<file path="src/rtl/dogx_output_receiver.sv">
// DOGX link receiver: samples the converter bus against the forwarded 3 MHz clock, rebuilds HSNR/HDR pairs
// or packed 1-bit words, and queues them in a valid/ready FIFO. Optional RX_FORMAT_CHECK_EN adds format_error.
module dogx_output_receiver #(
  parameter int SAMPLE_DELAY = 2,
  parameter int WORD_BITS    = 16,
  parameter int FIFO_DEPTH   = 4,
  parameter int TIMEOUT      = 32
) (
  input  logic                          CLK_24M,
  input  logic                          reset,
  input  logic [10:0]                   converter_output,
  input  logic                          clock_3M_in,
  input  logic                          operation_mode,
  output logic [17:0]                   out_data,
  output logic                          out_mode,
  output logic                          out_valid,
  input  logic                          out_ready,
  output logic [$clog2(FIFO_DEPTH):0]   fifo_level,
  output logic                          overflow,
  input  logic                          clear_overflow,
  output logic [7:0]                    drop_count,
  output logic                          link_active
`ifdef RX_FORMAT_CHECK_EN
  ,
  output logic                          format_error
`endif
);

  localparam int AW = $clog2(FIFO_DEPTH);
  localparam int LW = AW + 1;
  localparam int IW = $clog2(TIMEOUT + 1);
  localparam int BW = $clog2(WORD_BITS + 1);

  logic                 clk_q;
  logic                 mode_q;
  logic                 rise;
  logic                 fall;
  logic                 clk_edge;
  logic [1:0]           dly_cnt;
  logic                 cap_rise;
  logic                 strobe;
  logic [IW-1:0]        idle_cnt;
  logic                 timeout_hit;
  logic                 mode_chg;
  logic                 cap_ok;

  logic                 pend_hsnr;
  logic [8:0]           hsnr;
  logic [WORD_BITS-1:0] shift_reg;
  logic [WORD_BITS-1:0] next_word;
  logic [BW-1:0]        bit_cnt;
  logic                 word_done;

  logic                 push;
  logic [17:0]          push_data;
  logic                 pop;
  logic                 full;
  logic                 do_push;
  logic                 drop;
  logic [18:0]          mem [FIFO_DEPTH];
  logic [AW-1:0]        wr_ptr;
  logic [AW-1:0]        rd_ptr;
  logic [LW-1:0]        count;

  assign rise        = clock_3M_in & ~clk_q;
  assign fall        = ~clock_3M_in & clk_q;
  assign clk_edge    = rise | fall;
  assign strobe      = (dly_cnt == 2'd1);
  assign timeout_hit = (idle_cnt == IW'(1)) & ~clk_edge;
  assign mode_chg    = operation_mode != mode_q;
  assign cap_ok      = strobe & link_active & ~mode_chg & ~timeout_hit;
  assign next_word   = WORD_BITS'({shift_reg, converter_output[0]});
  assign word_done   = (bit_cnt == BW'(WORD_BITS - 1));

  // Edge detect, capture delay and link watchdog; a new edge always restarts both timers.
  always_ff @(posedge CLK_24M) begin
    if (reset) begin
      clk_q       <= clock_3M_in;
      mode_q      <= operation_mode;
      dly_cnt     <= '0;
      cap_rise    <= 1'b0;
      idle_cnt    <= '0;
      link_active <= 1'b0;
    end else begin
      clk_q  <= clock_3M_in;
      mode_q <= operation_mode;
      if (clk_edge) begin
        dly_cnt     <= 2'(SAMPLE_DELAY);
        cap_rise    <= rise;
        idle_cnt    <= IW'(TIMEOUT);
        link_active <= 1'b1;
      end else if (timeout_hit) begin
        dly_cnt     <= '0;
        idle_cnt    <= '0;
        link_active <= 1'b0;
      end else begin
        if (dly_cnt != 2'd0) dly_cnt <= dly_cnt - 2'd1;
        if (idle_cnt != '0) idle_cnt <= idle_cnt - IW'(1);
      end
    end
  end

  always_comb begin
    push      = 1'b0;
    push_data = '0;
    if (cap_ok && cap_rise) begin
      if (!operation_mode) begin
        push      = pend_hsnr;
        push_data = {hsnr, converter_output[10:2]};
      end else begin
        push      = word_done;
        push_data = 18'(next_word);
      end
    end
  end

  always_ff @(posedge CLK_24M) begin
    if (reset || mode_chg || timeout_hit) begin
      pend_hsnr <= 1'b0;
      hsnr      <= '0;
      shift_reg <= '0;
      bit_cnt   <= '0;
    end else if (cap_ok) begin
      if (!operation_mode) begin
        if (cap_rise) begin
          pend_hsnr <= 1'b0;
        end else begin
          hsnr      <= converter_output[8:0];
          pend_hsnr <= 1'b1;
        end
      end else if (cap_rise) begin
        shift_reg <= next_word;
        bit_cnt   <= word_done ? '0 : bit_cnt + BW'(1);
      end
    end
  end

  // Full FIFO with a simultaneous pop still accepts the push; the head slot is freed this cycle.
  assign pop     = out_valid & out_ready;
  assign full    = (count == LW'(FIFO_DEPTH));
  assign do_push = push & (~full | pop);
  assign drop    = push & full & ~pop;

  always_ff @(posedge CLK_24M) begin
    if (do_push) mem[wr_ptr] <= {operation_mode, push_data};
  end

  always_ff @(posedge CLK_24M) begin
    if (reset) begin
      wr_ptr <= '0;
      rd_ptr <= '0;
      count  <= '0;
    end else begin
      if (do_push) wr_ptr <= wr_ptr + AW'(1);
      if (pop) rd_ptr <= rd_ptr + AW'(1);
      case ({do_push, pop})
        2'b10:   count <= count + LW'(1);
        2'b01:   count <= count - LW'(1);
        default: count <= count;
      endcase
    end
  end

  assign out_valid  = (count != '0);
  assign out_data   = out_valid ? mem[rd_ptr][17:0] : '0;
  assign out_mode   = out_valid ? mem[rd_ptr][18] : 1'b0;
  assign fifo_level = count;

  always_ff @(posedge CLK_24M) begin
    if (reset) begin
      overflow   <= 1'b0;
      drop_count <= '0;
    end else if (drop) begin
      overflow   <= 1'b1;
      drop_count <= clear_overflow ? 8'd1 : (drop_count != 8'hFF) ? drop_count + 8'd1 : drop_count;
    end else if (clear_overflow) begin
      overflow   <= 1'b0;
      drop_count <= '0;
    end
  end

`ifdef RX_FORMAT_CHECK_EN
  logic fmt_bad;

  always_comb begin
    fmt_bad = 1'b0;
    if (cap_ok) begin
      if (!operation_mode)
        fmt_bad = cap_rise ? (converter_output[1:0] != 2'b00)
                           : (converter_output[10:9] != {2{converter_output[8]}});
      else if (cap_rise)
        fmt_bad = (converter_output[10:1] != 10'd0);
    end
  end

  always_ff @(posedge CLK_24M) begin
    if (reset)               format_error <= 1'b0;
    else if (fmt_bad)        format_error <= 1'b1;
    else if (clear_overflow) format_error <= 1'b0;
  end
`endif

endmodule

</file>
<file path="config.mk">
export PLATFORM = sky130hd
export DESIGN_NAME = dogx_output_receiver
export DESIGN_NICKNAME = d
export VERILOG_FILES = /design/src/rtl/dogx_output_receiver.sv
export SDC_FILE = /design/constraint.sdc
export NUM_CORES = 1
export LEC_CHECK = 0
export BUFFER_PORTS_ARGS = -buffer_cell sky130_fd_sc_hd__buf_2
export CORE_ASPECT_RATIO = 0.75
export CORE_MARGIN = 1
export CORE_UTILIZATION = 60
export CTS_CLUSTER_SIZE = 30
export DETAILED_ROUTE_END_ITERATION = 12
export GPL_TIMING_DRIVEN = 0
export PLACE_DENSITY = 0.9
export SLEW_MARGIN = 20
export SYNTH_ARGS = -nofsm -noshare
export SYNTH_HDL_FRONTEND = slang
export SYNTH_SLANG_ARGS = --single-unit
</file>
<file path="constraint.sdc">
create_clock -name CLK_24M -period 7.8 [get_ports CLK_24M]
set_input_delay 0.39 -clock CLK_24M [delete_from_list [all_inputs] [get_ports CLK_24M]]
set_output_delay 0.39 -clock CLK_24M [all_outputs]
set_load 0.01 [all_outputs]
</file>
# Word level (Yosys, flattened, before mapping)

Memory sizes are Yosys's and may differ from the RTL's. A register that Yosys moved wholly into a read port is not among the register bits.
Cells that the tools add are included.
Widths: inputs -> output; s select.

Memories kept: 1
RAM bits: 76
Input port bits: 17
Bits in registers: 58
Word-level logic and storage cells: 99
Output and inout port bits: 33

Memories:

| name | depth | width | read ports | clocked after memory_dff | wr ports | RTL line | source |
|---|---|---|---|---|---|---|---|
| mem  | 4     | 19    | 1          | 1                        | 1        | 60       | `logic [18:0] mem [FIFO_DEPTH];` |

Muxes and demuxes: 27
Bitwise logic cells: 21
Add/subtract/negate cells: 8
Eq/ne operators: 8
Reduce and logical (&&, ||, !) cells: 17

Operators with widths:

| cell                | count |
|---|---|
| $mux 18             | 3 |
| $mux 8              | 4 |
| $mux 6              | 3 |
| $and 1x1->1         | 10 |
| $mux 1              | 10 |
| $mux 2              | 5 |
| $reduce_bool 2->1   | 5 |
| $not 1->1           | 9 |
| $reduce_bool 3->1   | 3 |
| $add 8x1->8 const B | 1 |
| $ne 8x8->1 const B  | 1 |
| $eq 6x1->1 const B  | 1 |
| $pmux 3 s2          | 1 |
| $reduce_and 3->1    | 2 |
| $reduce_bool 6->1   | 1 |
| $sub 6x1->6 const B | 1 |
| $add 5x1->5 const B | 1 |
| $eq 5x4->1 const B  | 1 |
| $mux 5              | 1 |
| $add 2x1->2 const B | 2 |
| $eq 2x1->1 const B  | 2 |
| $reduce_and 2->1    | 2 |
| $add 3x1->3 const B | 1 |
| $eq 3x3->1 const B  | 1 |
| 8 further kinds     | 10 |

# Longest topological paths before layout

Word-level depth: 13
Mapped depth: 12
Depth with buffers taken out: 11

# Worst setup path before layout

No wires, ideal clock.

Path type: input to register
Start: in clock_3M_in
End: mem mem[0][0], enable pin
Buffers on the path: 1
Stages on the path: 6
Setup slack: 5.136 ns
Setup time: 0.377 ns
Required time: 7.423 ns
Data arrival time: 2.287 ns
Cell sequence: ha_1 -> and2_1 -> a211o_1 -> buf_6 -> a211oi_2 -> and2_1

Cells in the longest elaborated chain, start to end: 12
Elaborated cells on any way between the ends: 13
Classes of those cells: 3 x mux; 9 x bitwise; 1 x reduce/logical

RTL lines:

| item                             | RTL line | source |
|---|---|---|
| start, declared                  | 12       | `input logic clock_3M_in,` |
| $not 1->1                        | 66       | `assign fall = ~clock_3M_in & clk_q;` |
| $and 1x1->1                      | 66       |  |
| $or 1x1->1 (*)                   | 67       | `assign clk_edge = rise \| fall;` |
| $not 1->1 (*)                    | 69       | `assign timeout_hit = (idle_cnt == IW'(1)) & ~clk_edge;` |
| $and 1x1->1 (*)                  | 69       |  |
| $not 1->1 (*)                    | 71       | `assign cap_ok = strobe & link_active & ~mode_chg & ~timeout_hit;` |
| $and 1x1->1 (*)                  | 71       |  |
| $logic_and 1x1->1 (*)            | 106      | `if (cap_ok && cap_rise) begin` |
| $mux 1 (*)                       | 106      |  |
| $and 1x1->1 (*)                  | 141      | `assign do_push = push & (~full \| pop);` |
| $mux 1 (*)                       | 145      | `if (do_push) mem[wr_ptr] <= {operation_mode, push_data};` |
| $mux 1 (implied by the code) (*) | 145      |  |
| end, declared                    | 60       |  |

Every way passes the cells marked *; elsewhere a longest branch is shown, timed or not.

# Final worst setup path

Start: reg clk_q
End: mem mem[1][0], enable pin

Cells in the longest elaborated chain, start to end: 12
Elaborated cells on any way between the ends: 13
Classes of those cells: 3 x mux; 9 x bitwise; 1 x reduce/logical

RTL lines:

| item                             | RTL line | source |
|---|---|---|
| start, declared                  | 34       | `logic clk_q;` |
| start signal, assigned           | 78       | `clk_q <= clock_3M_in;` |
| start signal, assigned           | 85       | `clk_q <= clock_3M_in;` |
| $not 1->1                        | 65       | `assign rise = clock_3M_in & ~clk_q;` |
| $and 1x1->1                      | 65       |  |
| $or 1x1->1 (*)                   | 67       |  |
| $not 1->1 (*)                    | 69       |  |
| $and 1x1->1 (*)                  | 69       |  |
| $not 1->1 (*)                    | 71       |  |
| $and 1x1->1 (*)                  | 71       |  |
| $logic_and 1x1->1 (*)            | 106      |  |
| $mux 1 (*)                       | 106      |  |
| $and 1x1->1 (*)                  | 141      |  |
| $mux 1 (*)                       | 145      |  |
| $mux 1 (implied by the code) (*) | 145      |  |

Marks and branches as above.

==> impl_results.md <==
* Crit-path max FO at 19
* RSZ-0062 raised after global routing: no
* Hold Crit Class: in2reg
* Routability Congestion at 0.836
* WHS Endpoint: clk_q
* Detailed placement HPWL at 7810 um
* EDFF count, synth at 76
* Syn. warnings at 0
* Clock transition at path regs at 0.06 ns
* Post-synthesis async set-or-reset flop share at 0
* Tot GR Track Use at 0.274
* Placed insts at 635
* Crit-path max cell delay at 0.96 ns
* Final Util at 0.736
* Final setup TNS at 0 ns
* Die Wd at 115 um
* Total core area at 9160 um^2
* Rows at 30
* Skew-Pair Late Insertion Delay at 0.42 ns
* Clk_skew at 0.00913 ns
* Syn avg cell area at 12.5 um^2
* Finished Cell Area at 6740 um^2
* Top-area cell type share of the netlist area at 0.397
* Fill cells at 583
* Status: completed
* Post-DP Area at 6150 um^2
* Setup bufs post-CTS at 0
* Synth Cell Area at 5750 um^2
* Port Buffers at 48
* Number of global-route vias before repair at 3,830
* F_max at 307 MHz
* Initial Utilization at 0.628
* Worst Setup Path Type: reg2reg
* CTS buffer count at 17
* Critical path's slowest cell: and2_1
* # diodes at 0
* Distinct cells, synth at 46
* Final #Nets at 554
* DRC at 0
* Slew Limit Fails at 0
* IR drop worst, VDD at 158 uV
* Die height at 86.8 um
* R2R setup slack at 4.54 ns
* Area grow syn2layout at 17.1%
* Critical Path End Type: register
* Final Routed Wirelength at 12,600 um
* Final Setup Violations at 0
* Share of cells above drive strength 1 at 0.224
* CTS tree: done
* Via count at 3,903
* DRT Pass-1 Iters at 5
* Initial antenna violation count at 0
* Register bit total from synthesis at 136
* Clock sink count at 136
* Hold Violations, Final at 0
* Max FFs per register at 76
* Clk Tree Root Cell: clkbuf_16
* First DRT Iteration DRCs at 335
* Total chip power at 1.96 mW
* Post-synthesis sequential area ratio at 0.606
* Top delay family on crit path: simple AND/OR/NAND/NOR gates
* First-pass GRT wire length at 19,800 um
* DRT antenna net count at 0
* Clock Tree Buf Depth at 2
* R2r worst-path depth at 7
* Measured slew at the worst slew-check pin at 1.11 ns
* Hold path startpoint: clock_3M_in
* Max_slew headroom at 0.258
* Power Dens Cells at 291 nW/um^2
* Final period util at 0.418
* Die Area at 9990 um^2
* Buf+Inv Stages, Crit Path at 2
* Worst R2R End: mem[1][0]
* Dominant synthesized flop cell: edfxtp_1
* Synthesized netlist net count at 487
* Cell mode on critical path: and2_1
* Post-route minimum period at 3.26 ns
* Worst hold path cell count at 1
* Static leakage at 2.43 nW
* Main area contributors after synthesis: edfxtp_1 (40%), dfxtp_1 (21%), mux4_2 (7.4%), mux2i_1 (5.2%), nor2_1 (3.6%)
* Post-detailed-route wirelength per cell at 18.8 um
* Drt via density at 5.85
* Max-cap viol count at 0
* Largest net degree at the start of global routing at 20
* Synth area leader: edfxtp_1
* Post-CTS resize count at 0
* CP required at 7.84 ns
* Hold-fix buffers, CTS at 0
* Layout Cells excl Fill at 667
* CP Launch Type: register
* Worst flop-to-flop path startpoint: clk_q
* Worst EP arrival at 3.30 ns
* H-tree depth reported by CTS at 4
* Synthesized instance count at 459
* Remaining global-route overflow at 0
* CP cell instances: inv_1 -> ha_1 -> and2_1 -> a211o_1 -> buf_6 -> a211oi_2 -> and2_1
* # IOs at 50
## how the worst max path moves through the flow
stage	end	startpoint	slack (ns)	depth (start not counted)
after floorplan	mem[0][0]	clock_3M_in	5.14	6
after global placement	mem[3][4]	clock_3M_in	4.60	7
after detailed placement	mem[2][7]	clock_3M_in	4.47	7
after CTS	mem[3][1]	clk_q	4.54	7
after global routing	mem[1][11]	clk_q	4.36	7
final	mem[1][0]	clk_q	4.54	7
## Yosys cell counts (5+ instances only)
cell type / instances
edfxtp_1: 76
dfxtp_1: 60
nor2_1: 55
nand2_1: 44
mux2i_1: 30
a21oi_1: 28
and2_1: 25
mux4_2: 19
inv_1: 15
clkbuf_1: 12
ha_1: 10
nand3_1: 8
buf_2: 6
nor2b_1: 6
xnor2_1: 5
## metal layers
metal / part of all wire / wire length [um] / vias up / GRT usage
li1: - / - / 1786 / -
met1: 0.41 / 5150 / 1884 / 0.348
met2: 0.50 / 6280 / 200 / 0.452
met3: 0.069 / 869 / 33 / 0.0671
met4: 0.021 / 262 / 0 / 0.115
met5: 0 / 0 / - / 0
## logic make-up (layout without fill, tap and decap cells)
kind of cell / after synthesis / in the layout / synth area share
compound gates: 48 / 48 / 0.0524
buf+inv: 38 / 118 / 0.0287
flops: 136 / 136 / 0.606
fa+ha+maj: 11 / 11 / 0.0252
xor+xnor: 10 / 10 / 0.0165
simple gates: 164 / 164 / 0.139
mux: 52 / 52 / 0.132
## worst reg2reg max path, stage by stage (launching register included)
cell      delay, ns
dfxtp_1        0.33
inv_1          0.06
ha_1           0.35
and2_1         0.23
a211o_1        0.32
buf_6          0.14
a211oi_2       0.49
and2_1         0.96
## per-stage QoR
stage	setup slack (ns)	hold slack (ns)
after floorplan	5.14	0.418
after global placement	4.60	0.451
after detailed placement	4.47	0.468
after CTS	4.54	0.0834
after global routing	4.36	0.0811
final	4.54	0.0913
## layout by cell type (no fill, tap or decap), types with 5 or more instances in the layout
cell,synthesis,final
a21oi_1,28,28
and2_1,25,23
buf_2,6,54
clkbuf_1,12,12
clkbuf_16,0,17
dfxtp_1,60,60
edfxtp_1,76,76
ha_1,10,10
inv_1,15,15
inv_6,0,7
mux2i_1,30,30
mux4_2,19,19
nand2_1,44,44
nand3_1,8,8
nor2_1,55,55
nor2b_1,6,6
xnor2_1,5,5
## power by group
| group | switching, mW | internal, mW | total (mW) |
|---|---|---|---|
| Combinational | 0.211 | 0.160 | 0.372 |
| Sequential | 0.0220 | 0.772 | 0.794 |
| Clock | 0.339 | 0.452 | 0.791 |
| Total | 0.572 | 1.38 | 1.96 |
## area by class of cell
cell class	instances	area [um^2]	area share
Buffer	23	109	0.0162
Inverter	15	56.3	0.00836
Tap cell	128	160	0.0238
Timing Repair Buffer	48	240	0.0357
Clock inverter	15	156	0.0232
Clock buffer	17	425	0.0632
Multi-Input combinational cell	285	2110	0.313
Sequential cell	136	3480	0.517
(Power assumes the default switching activity.)
